`src/rtl/sd_model_axi_reader.sv`:
```
// sd_model_axi_reader: AXI4 read master streaming 512-byte DDR sectors out as 16-bit halfwords.
// Define SD_RD_PREFETCH_EN for a ping-pong beat buffer that fetches ahead of the unpacker.
module sd_model_axi_reader #(
    parameter int DATA_WIDTH = 256,
    parameter int ADDR_WIDTH = 32,
    parameter int ID_WIDTH   = 8
) (
    input  logic                  sys_clk,
    input  logic                  rst,
    input  logic                  start,
    input  logic [ADDR_WIDTH-1:0] src_addr,
    input  logic [31:0]           sec_num,
    output logic                  busy,
    output logic                  done,
    output logic                  err,
    output logic [ID_WIDTH-1:0]   model_arid,
    output logic [ADDR_WIDTH-1:0] model_araddr,
    output logic [7:0]            model_arlen,
    output logic [2:0]            model_arsize,
    output logic [1:0]            model_arburst,
    output logic                  model_arlock,
    output logic [3:0]            model_arcache,
    output logic [2:0]            model_arprot,
    output logic                  model_arvalid,
    input  logic                  model_arready,
    input  logic [DATA_WIDTH-1:0] model_rdata,
    input  logic [1:0]            model_rresp,
    input  logic                  model_rlast,
    input  logic                  model_rvalid,
    output logic                  model_rready,
    output logic [15:0]           out_data,
    output logic                  out_valid,
    input  logic                  out_ready
);
    typedef enum logic [1:0] {IDLE, AR, DATA, FIN} state_t;
    state_t                state_q, state_d;
    logic [ADDR_WIDTH-1:0] addr_q, addr_d;
    logic [31:0]           sec_q, sec_d;
    logic [3:0]            beat_q, beat_d, hw_q, hw_d;
    logic                  err_q, err_d, last_q, last_d;
    logic [DATA_WIDTH-1:0] hd_q, hd_d;
    logic                  hd_v_q, hd_v_d;
    logic                  rx, pop, hw_end, hd_free, last_beat, drain;
    assign model_arid    = '0;
    assign model_arlen   = 8'd15;
    assign model_arsize  = 3'd5;
    assign model_arburst = 2'b01;
    assign model_arlock  = 1'b0;
    assign model_arcache = 4'b0011;
    assign model_arprot  = 3'd0;
    assign model_araddr  = addr_q;
    assign model_arvalid = state_q == AR;
    assign busy          = state_q == AR || state_q == DATA;
    assign done          = state_q == FIN;
    assign err           = err_q;
    assign out_valid     = hd_v_q;
    assign out_data      = hd_q[15:0];
    assign rx            = model_rvalid & model_rready;
    assign pop           = hd_v_q & out_ready;
    assign hw_end        = pop & (hw_q == 4'd15);
    assign hd_free       = ~hd_v_q | hw_end;
    assign last_beat     = rx & (beat_q == 4'd15);
`ifdef SD_RD_PREFETCH_EN
    logic [DATA_WIDTH-1:0] nx_q, nx_d;
    logic                  nx_v_q, nx_v_d;
    assign model_rready = state_q == DATA && !last_q && !nx_v_q;
    assign drain        = hw_end & ~nx_v_q;
    always_ff @(posedge sys_clk) begin
        if (rst) begin
            nx_q   <= '0;
            nx_v_q <= 1'b0;
        end else begin
            nx_q   <= nx_d;
            nx_v_q <= nx_v_d;
        end
    end
    // The second entry only fills while the head is still being unpacked
    always_comb begin
        hd_d   = pop ? hd_q >> 16 : hd_q;
        hd_v_d = ~hd_free;
        nx_d   = nx_q;
        nx_v_d = nx_v_q;
        if (hd_free & nx_v_q) begin
            hd_d   = nx_q;
            hd_v_d = 1'b1;
            nx_v_d = 1'b0;
        end else if (hd_free & rx) begin
            hd_d   = model_rdata;
            hd_v_d = 1'b1;
        end else if (rx) begin
            nx_d   = model_rdata;
            nx_v_d = 1'b1;
        end
    end
`else
    assign model_rready = state_q == DATA && !last_q && !hd_v_q;
    assign drain        = hw_end;
    always_comb begin
        hd_d   = pop ? hd_q >> 16 : hd_q;
        hd_v_d = ~hd_free;
        if (rx) begin
            hd_d   = model_rdata;
            hd_v_d = 1'b1;
        end
    end
`endif
    always_ff @(posedge sys_clk) begin
        if (rst) begin
            state_q <= IDLE;
            addr_q  <= '0;
            sec_q   <= '0;
            beat_q  <= '0;
            hw_q    <= '0;
            err_q   <= 1'b0;
            last_q  <= 1'b0;
            hd_q    <= '0;
            hd_v_q  <= 1'b0;
        end else begin
            state_q <= state_d;
            addr_q  <= addr_d;
            sec_q   <= sec_d;
            beat_q  <= beat_d;
            hw_q    <= hw_d;
            err_q   <= err_d;
            last_q  <= last_d;
            hd_q    <= hd_d;
            hd_v_q  <= hd_v_d;
        end
    end
    // last_q marks that beat 15 of the final outstanding burst has been taken
    always_comb begin
        state_d = state_q;
        addr_d  = addr_q;
        sec_d   = last_beat ? sec_q - 32'd1 : sec_q;
        beat_d  = rx ? beat_q + 4'd1 : beat_q;
        hw_d    = pop ? hw_q + 4'd1 : hw_q;
        last_d  = last_q;
        err_d   = err_q | (rx & (model_rresp != 2'b00 || model_rlast != (beat_q == 4'd15)));
        case (state_q)
            IDLE: if (start) begin
                state_d = sec_num == 32'd0 ? FIN : AR;
                addr_d  = src_addr & ~ADDR_WIDTH'(511);
                sec_d   = sec_num;
                beat_d  = 4'd0;
                last_d  = 1'b0;
                err_d   = 1'b0;
            end
            AR: state_d = model_arready ? DATA : AR;
            DATA: begin
`ifdef SD_RD_PREFETCH_EN
                if (last_beat && sec_q == 32'd1) last_d = 1'b1;
                if (last_beat && sec_q != 32'd1) begin
                    state_d = AR;
                    addr_d  = addr_q + ADDR_WIDTH'(512);
                end
                if (last_q & drain) state_d = FIN;
`else
                if (last_beat) last_d = 1'b1;
                if (last_q & drain) begin
                    state_d = sec_q == 32'd0 ? FIN : AR;
                    addr_d  = addr_q + ADDR_WIDTH'(512);
                    last_d  = 1'b0;
                end
`endif
            end
            FIN: state_d = IDLE;
        endcase
    end
endmodule
```
`config.mk`:
```
export PLATFORM = sky130hd
export DESIGN_NAME = sd_model_axi_reader
export DESIGN_NICKNAME = d
export VERILOG_FILES = /design/src/rtl/sd_model_axi_reader.sv
export SDC_FILE = /design/constraint.sdc
export NUM_CORES = 1
export LEC_CHECK = 0
export CAP_MARGIN = 40
export CORE_MARGIN = 2
export CORE_UTILIZATION = 40
export CTS_CLUSTER_DIAMETER = 120
export CTS_CLUSTER_SIZE = 12
export DETAILED_ROUTE_END_ITERATION = 8
export GPL_TIMING_DRIVEN = 0
export HOLD_SLACK_MARGIN = 0.06
export PLACE_DENSITY = 0.65
export SKIP_CTS_REPAIR_TIMING = 1
export SLEW_MARGIN = 15
export SYNTH_ARGS = -nofsm -noshare
export SYNTH_HDL_FRONTEND = slang
export SYNTH_SLANG_ARGS = --single-unit
```
`constraint.sdc`:
```
create_clock -name sys_clk -period 2.57 [get_ports sys_clk]
set_input_delay 0.514 -clock sys_clk [delete_from_list [all_inputs] [get_ports sys_clk]]
set_output_delay 0.514 -clock sys_clk [all_outputs]
set_load 0.05 [all_outputs]
```
; Word-level counts from Yosys, hierarchy flattened
; Cells that the tools add are included.
[word_totals]
ramBits = 0
memories = 0
mem_bits_ro = 0
register_bits = 333
latchBits = 0
in_bits = 329
wordCells = 71
[op_classes]
mux = 24
n_shift = 0
addsub = 4
magnitude_cmp = 0
multipliers = 0
n_eq_ne = 9
n_div = 0
n_reduce_logical = 15
bitwise = 10
[op_table]
columns = cell, n
row1 = 256-bit 2-to-1 mux, 2
row2 = 32-bit 2-to-1 mux, 5
row3 = 32-bit zero test, 2
row4 = 32-bit one-hot mux with 2 select lines, 1
row5 = 32-bit by 10-bit adder with 32-bit output (second input constant), 1
row6 = 32-bit by 1-bit subtractor with 32-bit output (second input constant), 1
row7 = 4-bit 2-to-1 mux, 3
row8 = 2-bit 2-to-1 mux, 5
row9 = 4-bit by 1-bit adder with 4-bit output (second input constant), 2
row10 = 4-bit equality test (second input constant), 2
row11 = 2-bit one-hot mux with 4 select lines, 1
row12 = 1-bit AND, 6
row13 = 1-bit 2-to-1 mux, 6
row14 = 3-bit AND reduction, 2
row15 = 2-bit nonzero test, 3
row16 = 2-bit equality test (second input constant), 2
row17 = 3-bit by 2-bit inequality test with 1-bit output (second input constant), 1
row18 = 2-bit by 1-bit equality test with 1-bit output (second input constant), 1
row19 = 1-bit logical AND, 2
row20 = 1-bit zero test, 2
row21 = 2-bit zero test, 1
row22 = 1-bit logical OR, 2
row23 = 2-bit by 1-bit inequality test with 1-bit output (second input constant), 1
row24 = 2-bit inequality test (second input constant), 1
row25 = 5 further kinds, 7

; Longest topological paths before layout
; Gate-level depths: netlist of the first run.
[logic_depth]
ltp_word = 8
ltp_mapped = 9
ltp_nobuf = 7

; Worst setup path before layout of the first run
; OpenSTA, ideal clock, no wires.
[synth_path]
path_kind = flip-flop to flip-flop
startpoint = register state_q[0]
endpoint = register hd_q[0]
path_stages_with_launch = 8
path_buffers = 1
t_arrival_ns = 2.780
slack_ns = -0.301
required_time_ns = 2.479
setup_time_ns = 0.091
path_cell_list = dfxtp_1 > inv_1 > ha_1 > inv_1 > nor3_1 > nand2_1 > clkbuf_1 > a311oi_1
[synth_via]
elab_chain_len = 5
word_cells_on_any_way = 6
[synth_rtl]
columns = item, line
row1 = start: declaration, 36  ; state_t state_q, state_d;
row2 = start signal: assignment, 119  ; state_q <= state_d;
row3 = 2-bit equality test *, 96  ; assign model_rready = state_q == DATA && !last_q && !hd_v_q;
row4 = 1-bit logical AND * (2 in series), 96
row5 = named net model_rready, 30  ; output logic model_rready,
row6 = 1-bit AND *, 58  ; assign rx = model_rvalid & model_rready;
row7 = 256-bit 2-to-1 mux / 2-bit nonzero test (equally long branches), --
row8 = end signal: assignment, 116  ; hd_q <= '0;
row9 = end signal: assignment, 126  ; hd_q <= hd_d;
row10 = end: declaration, 41  ; logic [DATA_WIDTH-1:0] hd_q, hd_d;
; The timed path passes the listed nets; every way through them passes the cells marked *.
; A chain may end at the register's enable or synchronous reset.

; Final worst setup path of the first run
[layout_path]
startpoint = register state_q[0]
endpoint = output port model_rready
[layout_via]
elab_chain_len = 3
[layout_rtl]
columns = item, line
row1 = 2-bit equality test, 96
row2 = 1-bit logical AND (2 in series), 96
row3 = end: declaration, 30
; No other way between the ends.

==> results.yml, run 1 <==
worst_setup_path:
  cp.arrival_ns: 1.98
  r2r-end: "hd_q[219]$_SDFFE_PP0P_"
  critical_path_class: "reg2out"
  cp-end-kind: "primary output"
  crit_path_max_fanout: 8
  crit_path_start_kind: "register"
  regToRegSetupSlack_ns: 0.14
  crit_chain: "inv_1 > ha_2 > inv_1 > nor3_2 > clkbuf_4"
  worstRegToRegCells: 8
  timing.rr.start: "state_q[0]$_SDFFE_PP0P_"
  cpMostUsedCell: "inv_1"
  cp.required_ns: 2.06
  crit_path_max_incr_delay_ns: 0.33
  critPathSlowestCell: "dfxtp_1"
hold_path:
  hold_path_end: "hd_q[100]$_SDFFE_PP0P_"
  hold_path.class: "reg2reg"
  holdPathStages: 2
  hp-start: "hd_q[100]$_SDFFE_PP0P_"
power:
  vdd_drop_max_mv: 0.466
  p_leak_nw: 6.45
  p_switching_mw: 5.55
  power_density_nw_per_um2: 786
  clkPwrFrac: 0.257
  p_comb_frac: 0.332
  intPower_mw: 9.75
  switching_share: 0.363
  seqPwrFrac: 0.411
  fin_total_pwr_mw: 15.3
timing:
  drv_slew: 0
  finalSetupViolCount: 0
  max_freq_mhz: 400
  slew_headroom: 0.494
  hold_violations: 0
  post-route-period-util: 0.972
  timing.final.crit_period_ns: 2.50
  rsz0062_at_grt: "no"
  tightest_slew_ns: 0.758
  fin_skew_ns: 0.0102
  worst_slack_ns: 0.0716
grt:
  track_usage: 0.261
  grt_overflow: 0
  antenna_found_initial: 5
  grt_pass1_vias: 13800
  grt_pass1_wl_um: 76100
  grt_max_degree: 15
clock_tree:
  clock-root-buffer: "clkbuf_16"
  htree_num_levels: 1
  cts_buffers: 30
  clock-sinks: 324
  cts_tree: "built"
  insertion_delay_ns: 0.56
  clk_pin_slew_ns: 0.07
  cts.path.max_buffers: 3
finish:
  fin_area_sq_um: 19500
  drive_gt1_frac: 0.0667
  n_fill_cell: 3320
  final_core_util: 0.551
  fin_nets: 2496
  final_cells: 2624
  mostFrequentLayoutCell: "clkdlybuf4s50_1"
  layout_common_cells: "clkdlybuf4s50_1 (360), nand2_1 (327), dfxtp_1 (324)"
  syn2layout_area_growth_pct: 36.5
routing:
  drtIter0Drc: 1170
  wirelength_um: 50800
  vias: 14500
  ant_nets: 0
  via_per_inst: 5.52
  firstDrtPassIters: 6
  drc: 0
  avgRoutedWirePerCell_um: 19.4
die:
  rows: 69
  die-area_sq_um: 37200
  io_pins: 412
  core_sq_um: 35300
  initial_core_util: 0.404
  die-height_um: 193
  fp.dieW_um: 193
synth:
  synth-seq-cells: 324
  async_flop_share: 0
  seq_area_frac_synth: 0.455
  synth_warnings: 0
  ys.flop_type: "dfxtp_1"
  synth.cell_area_sq_um: 14300
  postSynthCellCount: 1723
  synth_edf_count: 0
  avgSynthCellArea_sq_um: 8.27
  synth.distinct_cells: 62
placement:
  placed_area_sq_um: 18600
  buffer_ports.inserted: 363
  placedCellCount: 2584
  dp_slack_ns: -0.514
  dpl.hpwl_um: 39200
  gp_congestion: 0.895
flow_run:
  maxCapViolCount: 0
status:
  status: "finished, final reports clean"
==> cells by family after synthesis <==
kind of cell    synth area share
flops                      0.455
fa+ha+maj                0.00702
buf+inv                   0.0751
simple gates               0.173
other cells             0.000527
mux                      0.00430
compound gates             0.263
xor+xnor                  0.0215
==> routing by layer <==
metal	global-route usage	vias to the layer above	part of all wire
li1	-	6976	-
met1	0.362	6855	0.44
met2	0.421	573	0.46
met3	0.0324	83	0.076
met4	0.0825	0	0.024
met5	0	-	0
==> state kept, by name, indices dropped and copies added, names as in the netlist <==
signal        cells
out_valid         1
hd_q            256
beat_q            4
state_q           2
model_araddr     23
last_q            1
sec_q            32
err               1
hw_q              4
==> worst max-delay path: cells and delay by family (launching register included) <==
family / cells / cell delay (ns)
buffers and inverters: 3 / 0.57
DFF: 1 / 0.33
adders and majority gates: 1 / 0.30
and+or+nand+nor: 1 / 0.21
==> power by group through the flow <==
stage                     clock network, mW  logic (mW)  registers, mW
after floorplan                           0        2.91           6.61
after global placement                    0        4.95           6.35
after detailed placement                  0        5.01           6.37
after CTS                              4.00        5.03           6.27
after global routing                   4.16        5.47           6.37
final                                  3.93        5.08           6.29
==> cell usage after synthesis (5+ instances only) <==
cell type | count | area (sq um)
nand2b_1 | 7 | 43.8
a22oi_1 | 210 | 1580
a211oi_1 | 36 | 270
buf_1 | 5 | 18.8
nand2_1 | 327 | 1230
nor2_1 | 87 | 327
buf_4 | 54 | 405
xor2_1 | 11 | 96.3
xnor2_1 | 24 | 210
a311oi_1 | 37 | 324
mux2i_1 | 5 | 50.1
nor4_1 | 25 | 156
a21oi_1 | 248 | 1240
dfxtp_1 | 324 | 6490
nor3_1 | 25 | 125
clkbuf_1 | 117 | 439
nand4_1 | 12 | 75.1
inv_1 | 12 | 45.0
o21ai_0 | 19 | 95.1
buf_2 | 17 | 85.1
ha_1 | 8 | 100
or3_1 | 6 | 37.5
nand3_1 | 33 | 165
==> final cells by class <==
cell class	instances	area (sq um)	share of cell area
sequential	324	6490	0.333
multi-input combinational	1224	6850	0.352
clock buffer	31	776	0.0399
inverter	12	45.0	0.00231
buffer	198	1030	0.0531
timing repair buffer	369	3690	0.189
antenna	5	12.5	0.000643
tap	461	577	0.0296
==> metrics by stage <==
| step | hold slack (ns) | TNS [ns] |
|---|---|---|
| 2_1_floorplan | 0.436 | 0 |
| 3_3_place_gp | 0.441 | -103.42 |
| 3_5_place_dp | 0.446 | -80.07 |
| 4_1_cts | 0.454 | -21.74 |
| 5_1_grt | 0.474 | 0 |
| 6_report | 0.453 | 0 |
==> worst max path at each step <==
| stage | depth (start not counted) | start | slack [ns] | to |
|---|---|---|---|---|
| 3_5_place_dp | 7 | out_ready | -0.51 | hd_q[80]$_SDFFE_PP0P_ |
| 6_report | 5 | state_q[0]$_SDFFE_PP0P_ | 0.07 | model_rready |
| 4_1_cts | 5 | state_q[0]$_SDFFE_PP0P_ | -0.64 | model_rready |
| 5_1_grt | 5 | state_q[0]$_SDFFE_PP0P_ | 0.01 | model_rready |
| 2_1_floorplan | 7 | state_q[0]$_SDFFE_PP0P_ | 0.24 | hd_q[0]$_SDFFE_PP0P_ |
| 3_3_place_gp | 8 | model_rvalid | -0.59 | hd_q[94]$_SDFFE_PP0P_ |
Power figures use the tool's default switching activity.
==> run 2, diff against run 1 <==
--- a/config.mk
+++ b/config.mk
@@ -11,7 +11,6 @@
 export CTS_CLUSTER_DIAMETER = 120
 export CTS_CLUSTER_SIZE = 12
 export DETAILED_ROUTE_END_ITERATION = 8
-export GPL_TIMING_DRIVEN = 0
 export HOLD_SLACK_MARGIN = 0.06
 export PLACE_DENSITY = 0.65
 export SKIP_CTS_REPAIR_TIMING = 1
==> run 2 against run 1 <==
The flow now finishes with violations (setup timing); die area stayed put; utilization is 1.2 points lower; global-route usage is 3.2 points lower; first-iteration DRC count is 25% lower; worst hold slack worse by 0.065 ns; cell count is 5.9% lower; final area is 2.1% lower; critical endpoint unchanged.
==> results.yml, run 2 (synthesis results as in run 1) <==
status:
  status: "finished with violations"
  failed_checks: "setup timing"
finish:
  fin_nets: 2339
  mostFrequentLayoutCell: "clkdlybuf4s50_1"
  largest_register_ffs: 256
  final_cells: 2468
  top_register: "hd_q"
  syn2layout_area_growth_pct: 33.6
  drive_gt1_frac: 0.0515
  layout_common_cells: "clkdlybuf4s50_1 (360), nand2_1 (324), dfxtp_1 (324)"
  fin_area_sq_um: 19000
worst_setup_path:
  crit_path_max_incr_delay_ns: 0.33
  critPathSlowestCell: "dfxtp_1"
  cp.required_ns: 2.06
  cp.arrival_ns: 2.08
  cp-end-kind: "primary output"
  critical_path_class: "reg2out"
  crit_path_start_kind: "register"
  worstSetupStartpoint: "state_q[0]$_SDFFE_PP0P_"
  timing.rr.start: "model_araddr[10]$_SDFFE_PP0P_"
  crit_chain: "inv_1 > ha_1 > buf_12 > inv_1 > nor3_4 > buf_12"
  crit_path_max_fanout: 43
placement:
  placed_area_sq_um: 18200
  gp_congestion: 0.878
  buffer_ports.inserted: 364
  dpl.hpwl_um: 31500
  placedCellCount: 2431
  dp_slack_ns: 0.0422
timing:
  rsz0062_at_grt: "yes"
  fin_skew_ns: 0.0105
  drv_slew: 0
  post-route-period-util: 1.01
  timing.final.crit_period_ns: 2.59
  tightest_slew_ns: 0.587
  finalSetupViolCount: 1
  slew_headroom: 0.607
  holdWs_ns: 0.388
  worst_slack_ns: -0.0192
  hold_violations: 0
  max_freq_mhz: 386
grt:
  grtUsageMet1: 0.291
  grt_use_met3: 0.0507
  track_usage: 0.229
  grt_pass1_vias: 12800
  grt_overflow: 0
  grt_max_degree: 82
  grtUsageMet2: 0.384
  antenna_found_initial: 8
  grt_pass1_wl_um: 68500
  grt.busiest_layer: "met2"
die:
  io_pins: 412
  rows: 69
  die-height_um: 193
  fp.dieW_um: 193
  initial_core_util: 0.404
  core_sq_um: 35300
  die-area_sq_um: 37200
hold_path:
  hold_path.class: "in2reg"
  hp-start: "rst"
power:
  power_density_nw_per_um2: 792
  vdd_drop_max_mv: 0.590
  p_leak_nw: 6.23
clock_tree:
  cts.path.max_buffers: 3
  cts_buffers: 30
  clk_pin_slew_ns: 0.07
  cts_tree: "built"
  insertion_delay_ns: 0.55
  htree_num_levels: 1
  clock-sinks: 324
  clock-root-buffer: "clkbuf_16"
routing:
  drc: 0
  drtIter0Drc: 877
  vias: 13500
  via_per_inst: 5.46
  ant_nets: 0
  avgRoutedWirePerCell_um: 18.2
  wirelength_um: 44800
  firstDrtPassIters: 5
flow_run:
  maxCapViolCount: 0
## run 2: layer usage
metal  share of wire  up-vias
li1                -     6653
met1            0.42     6303
met2            0.47      438
met3           0.075       77
met4           0.032        4
met5         0.00067        -
## run 2: stage by stage
stage               TNS, ns  total power [mW]  utilization
floorplan                 0              9.52            -
global placement          0              11.2        0.516
detailed placement        0              11.3        0.516
CTS                  -0.336              15.2        0.538
global route         -0.149              15.9        0.539
finish              -0.0192              15.1        0.539
## run 2: area by class of cell
cell class / count / area, sq um
diodes: 6 / 15.0
clock buffers: 31 / 776
fillers: 3330 / 16300
inverters: 12 / 45.0
multi-input cells: 1224 / 6870
flip-flops and latches: 324 / 6490
well taps: 461 / 577
repair buffers: 410 / 4280
## run 2: worst max-delay path: cells and delay by family, from the launching register on
kind / cells / cell delay [ns]
DFF: 1 / 0.33
and+or+nand+nor: 1 / 0.29
buffers and inverters: 4 / 0.64
adders and majority gates: 1 / 0.26
## run 2: worst paths after layout
check,endpoint,slack (ns),cells after the start
worst max register to register,model_araddr[19]$_SDFFE_PP0P_,0.32,6
worst min register to register,hd_q[51]$_SDFFE_PP0P_,0.45,2
worst min-delay path,hd_q[144]$_SDFFE_PP0P_,0.39,2
worst max-delay path,model_rready,-0.02,6
## run 2: power by group
| group | total [mW] | leakage, nW | switching [mW] | internal, mW |
|---|---|---|---|---|
| combinational | 4.94 | 3.21 | 2.94 | 2.00 |
| sequential | 6.26 | 2.63 | 0.554 | 5.71 |
| clock | 3.90 | 0.382 | 1.80 | 2.10 |
==> run 3, diff against run 2 <==
--- a/config.mk
+++ b/config.mk
@@ -6,13 +6,15 @@
 export NUM_CORES = 1
 export LEC_CHECK = 0
 export CAP_MARGIN = 40
+export CELL_PAD_IN_SITES_DETAIL_PLACEMENT = 0
+export CELL_PAD_IN_SITES_GLOBAL_PLACEMENT = 1
 export CORE_MARGIN = 2
-export CORE_UTILIZATION = 40
+export CORE_UTILIZATION = 35
 export CTS_CLUSTER_DIAMETER = 120
 export CTS_CLUSTER_SIZE = 12
 export DETAILED_ROUTE_END_ITERATION = 8
 export HOLD_SLACK_MARGIN = 0.06
-export PLACE_DENSITY = 0.65
+export PLACE_DENSITY = 0.77
 export SKIP_CTS_REPAIR_TIMING = 1
 export SLEW_MARGIN = 15
 export SYNTH_ARGS = -nofsm -noshare
==> run 3 against run 2 <==
The flow still finishes with violations (setup timing); clock skew up 0.0046 ns; combinational power is essentially flat; sequential share of layout area about the same; routed wire length up 4.0%; die area up 14%; worst setup slack got worse by 0.011 ns; register-to-register slack lost 0.05 ns; via count grew 0.79%; first-iteration DRC count up 32%; sequential power about the same; flip-flop and latch count is the same; largest power group unchanged.
==> results.yml, run 3 (synthesis results as in run 1) <==
timing:
  worst_slack_ns: -0.0301
  rsz0062_at_grt: "yes"
  slew_headroom: 0.578
  drv_slew: 0
  holdWs_ns: 0.377
  fin_setup_tns_ns: -0.0301
  hold_violations: 0
  timing.final.crit_period_ns: 2.60
  max_freq_mhz: 385
  fin_skew_ns: 0.0152
  finalSetupViolCount: 1
  post-route-period-util: 1.01
  tightest_slew_ns: 0.631
routing:
  ant_nets: 0
  via_per_inst: 5.37
  firstDrtPassIters: 6
  avgRoutedWirePerCell_um: 18.4
  wirelength_um: 46600
  drtIter0Drc: 1154
  vias: 13600
  drc: 0
clock_tree:
  clock-sinks: 324
  clk_pin_slew_ns: 0.07
  cts_buffers: 30
  insertion_delay_ns: 0.56
  cts_tree: "built"
  htree_num_levels: 1
  cts.path.max_buffers: 3
  clock-root-buffer: "clkbuf_16"
die:
  fp.dieW_um: 206
  rows: 73
  core_sq_um: 40000
  initial_core_util: 0.356
  die-area_sq_um: 42400
  io_pins: 412
  die-height_um: 206
worst_setup_path:
  worstRegToRegCells: 6
  cp.arrival_ns: 2.09
  crit_chain: "inv_1 > ha_1 > buf_12 > inv_1 > nor3_4 > buf_12"
  critPathTopFamily: "buffers and inverters"
  timing.rr.start: "model_araddr[10]$_SDFFE_PP0P_"
  r2r-end: "model_araddr[19]$_SDFFE_PP0P_"
  crit_path_max_incr_delay_ns: 0.33
  path_buf_inv: 4
  regToRegSetupSlack_ns: 0.27
  critPathSlowestCell: "dfxtp_1"
  cp.required_ns: 2.06
  critical_path_class: "reg2out"
  cp-end-kind: "primary output"
  crit_path_max_fanout: 43
  crit_path_start_kind: "register"
grt:
  grt_max_degree: 114
  antenna_found_initial: 11
  track_usage: 0.208
  grt_pass1_wl_um: 70800
  grt_overflow: 0
  grt_pass1_vias: 12800
finish:
  layout_common_cells: "clkdlybuf4s50_1 (360), nand2_1 (324), dfxtp_1 (324)"
  drive_gt1_frac: 0.0481
  largest_register_ffs: 256
  syn2layout_area_growth_pct: 33.5
  final_core_util: 0.476
  top_register: "hd_q"
  mostFrequentLayoutCell: "clkdlybuf4s50_1"
  fin_nets: 2332
power:
  vdd_drop_max_mv: 0.513
  p_leak_nw: 6.17
  power_density_nw_per_um2: 795
hold_path:
  hold_path_end: "model_araddr[16]$_SDFFE_PP0P_"
  hp-start: "rst"
  holdPathStages: 2
  hold_path.class: "in2reg"
flow_run:
  maxCapViolCount: 0
status:
  failed_checks: "setup timing"
  status: "finished with violations"
placement:
  buffer_ports.inserted: 364
  dpl.hpwl_um: 31900
  dp_slack_ns: 0.0183
  gp_congestion: 0.845
[run 3: changes by cell type in the layout (fill, tap and decap cells not counted), sizes merged]
| cell | previous run | this run |
|---|---|---|
| diode | 6 | 9 |
| buf | 48 | 41 |
[run 3: metrics by stage]
step,cell area (sq um),cells,power [mW]
after floorplan,14400,1759,9.52
after global placement,18200,2488,11.2
after detailed placement,18200,2488,11.3
after CTS,19000,2519,15.2
after global routing,19000,2526,15.9
final,19000,2528,15.1
[run 3: worst max-delay path by stage]
stage                                       start                             to  slack, ns  depth (start not counted)
after floorplan           state_q[0]$_SDFFE_PP0P_           hd_q[0]$_SDFFE_PP0P_       0.24                          7
after global placement                  out_ready  model_araddr[19]$_SDFFE_PP0P_       0.04                          6
after detailed placement                out_ready  model_araddr[19]$_SDFFE_PP0P_       0.02                          6
after CTS                 state_q[0]$_SDFFE_PP0P_                   model_rready      -0.27                          6
after global routing      state_q[0]$_SDFFE_PP0P_                   model_rready      -0.14                          6
final                     state_q[0]$_SDFFE_PP0P_                   model_rready      -0.03                          6
[run 3: cell type report]
class | count | area [sq um]
Inverter | 12 | 45.0
Antenna cell | 9 | 22.5
Multi-Input combinational cell | 1224 | 6870
Sequential cell | 324 | 6490
Tap cell | 525 | 657
Clock buffer | 31 | 776
Timing Repair Buffer | 403 | 4180
Fill cell | 3985 | 21000
[run 3: worst register-to-register path, cell delays in order, from the launching register on]
cell and delay (ns):
dfxtp_1 0.47, ha_1 0.30, nand3_1 0.16, or4b_2 0.66
a21oi_1 0.28, a21oi_1 0.10, a211oi_1 0.25
[run 3: power by group]
group / internal (mW) / switching (mW)
Clock: 2.10 / 1.85
Sequential: 5.70 / 0.554
Combinational: 1.96 / 2.97
[run 3: metal layers]
metal	global-route usage	vias to the layer above	part of all wire
li1	-	6656	-
met1	0.273	6398	0.43
met2	0.342	455	0.47
met3	0.0436	69	0.074
met4	0.0663	4	0.028
met5	0	-	0.00049
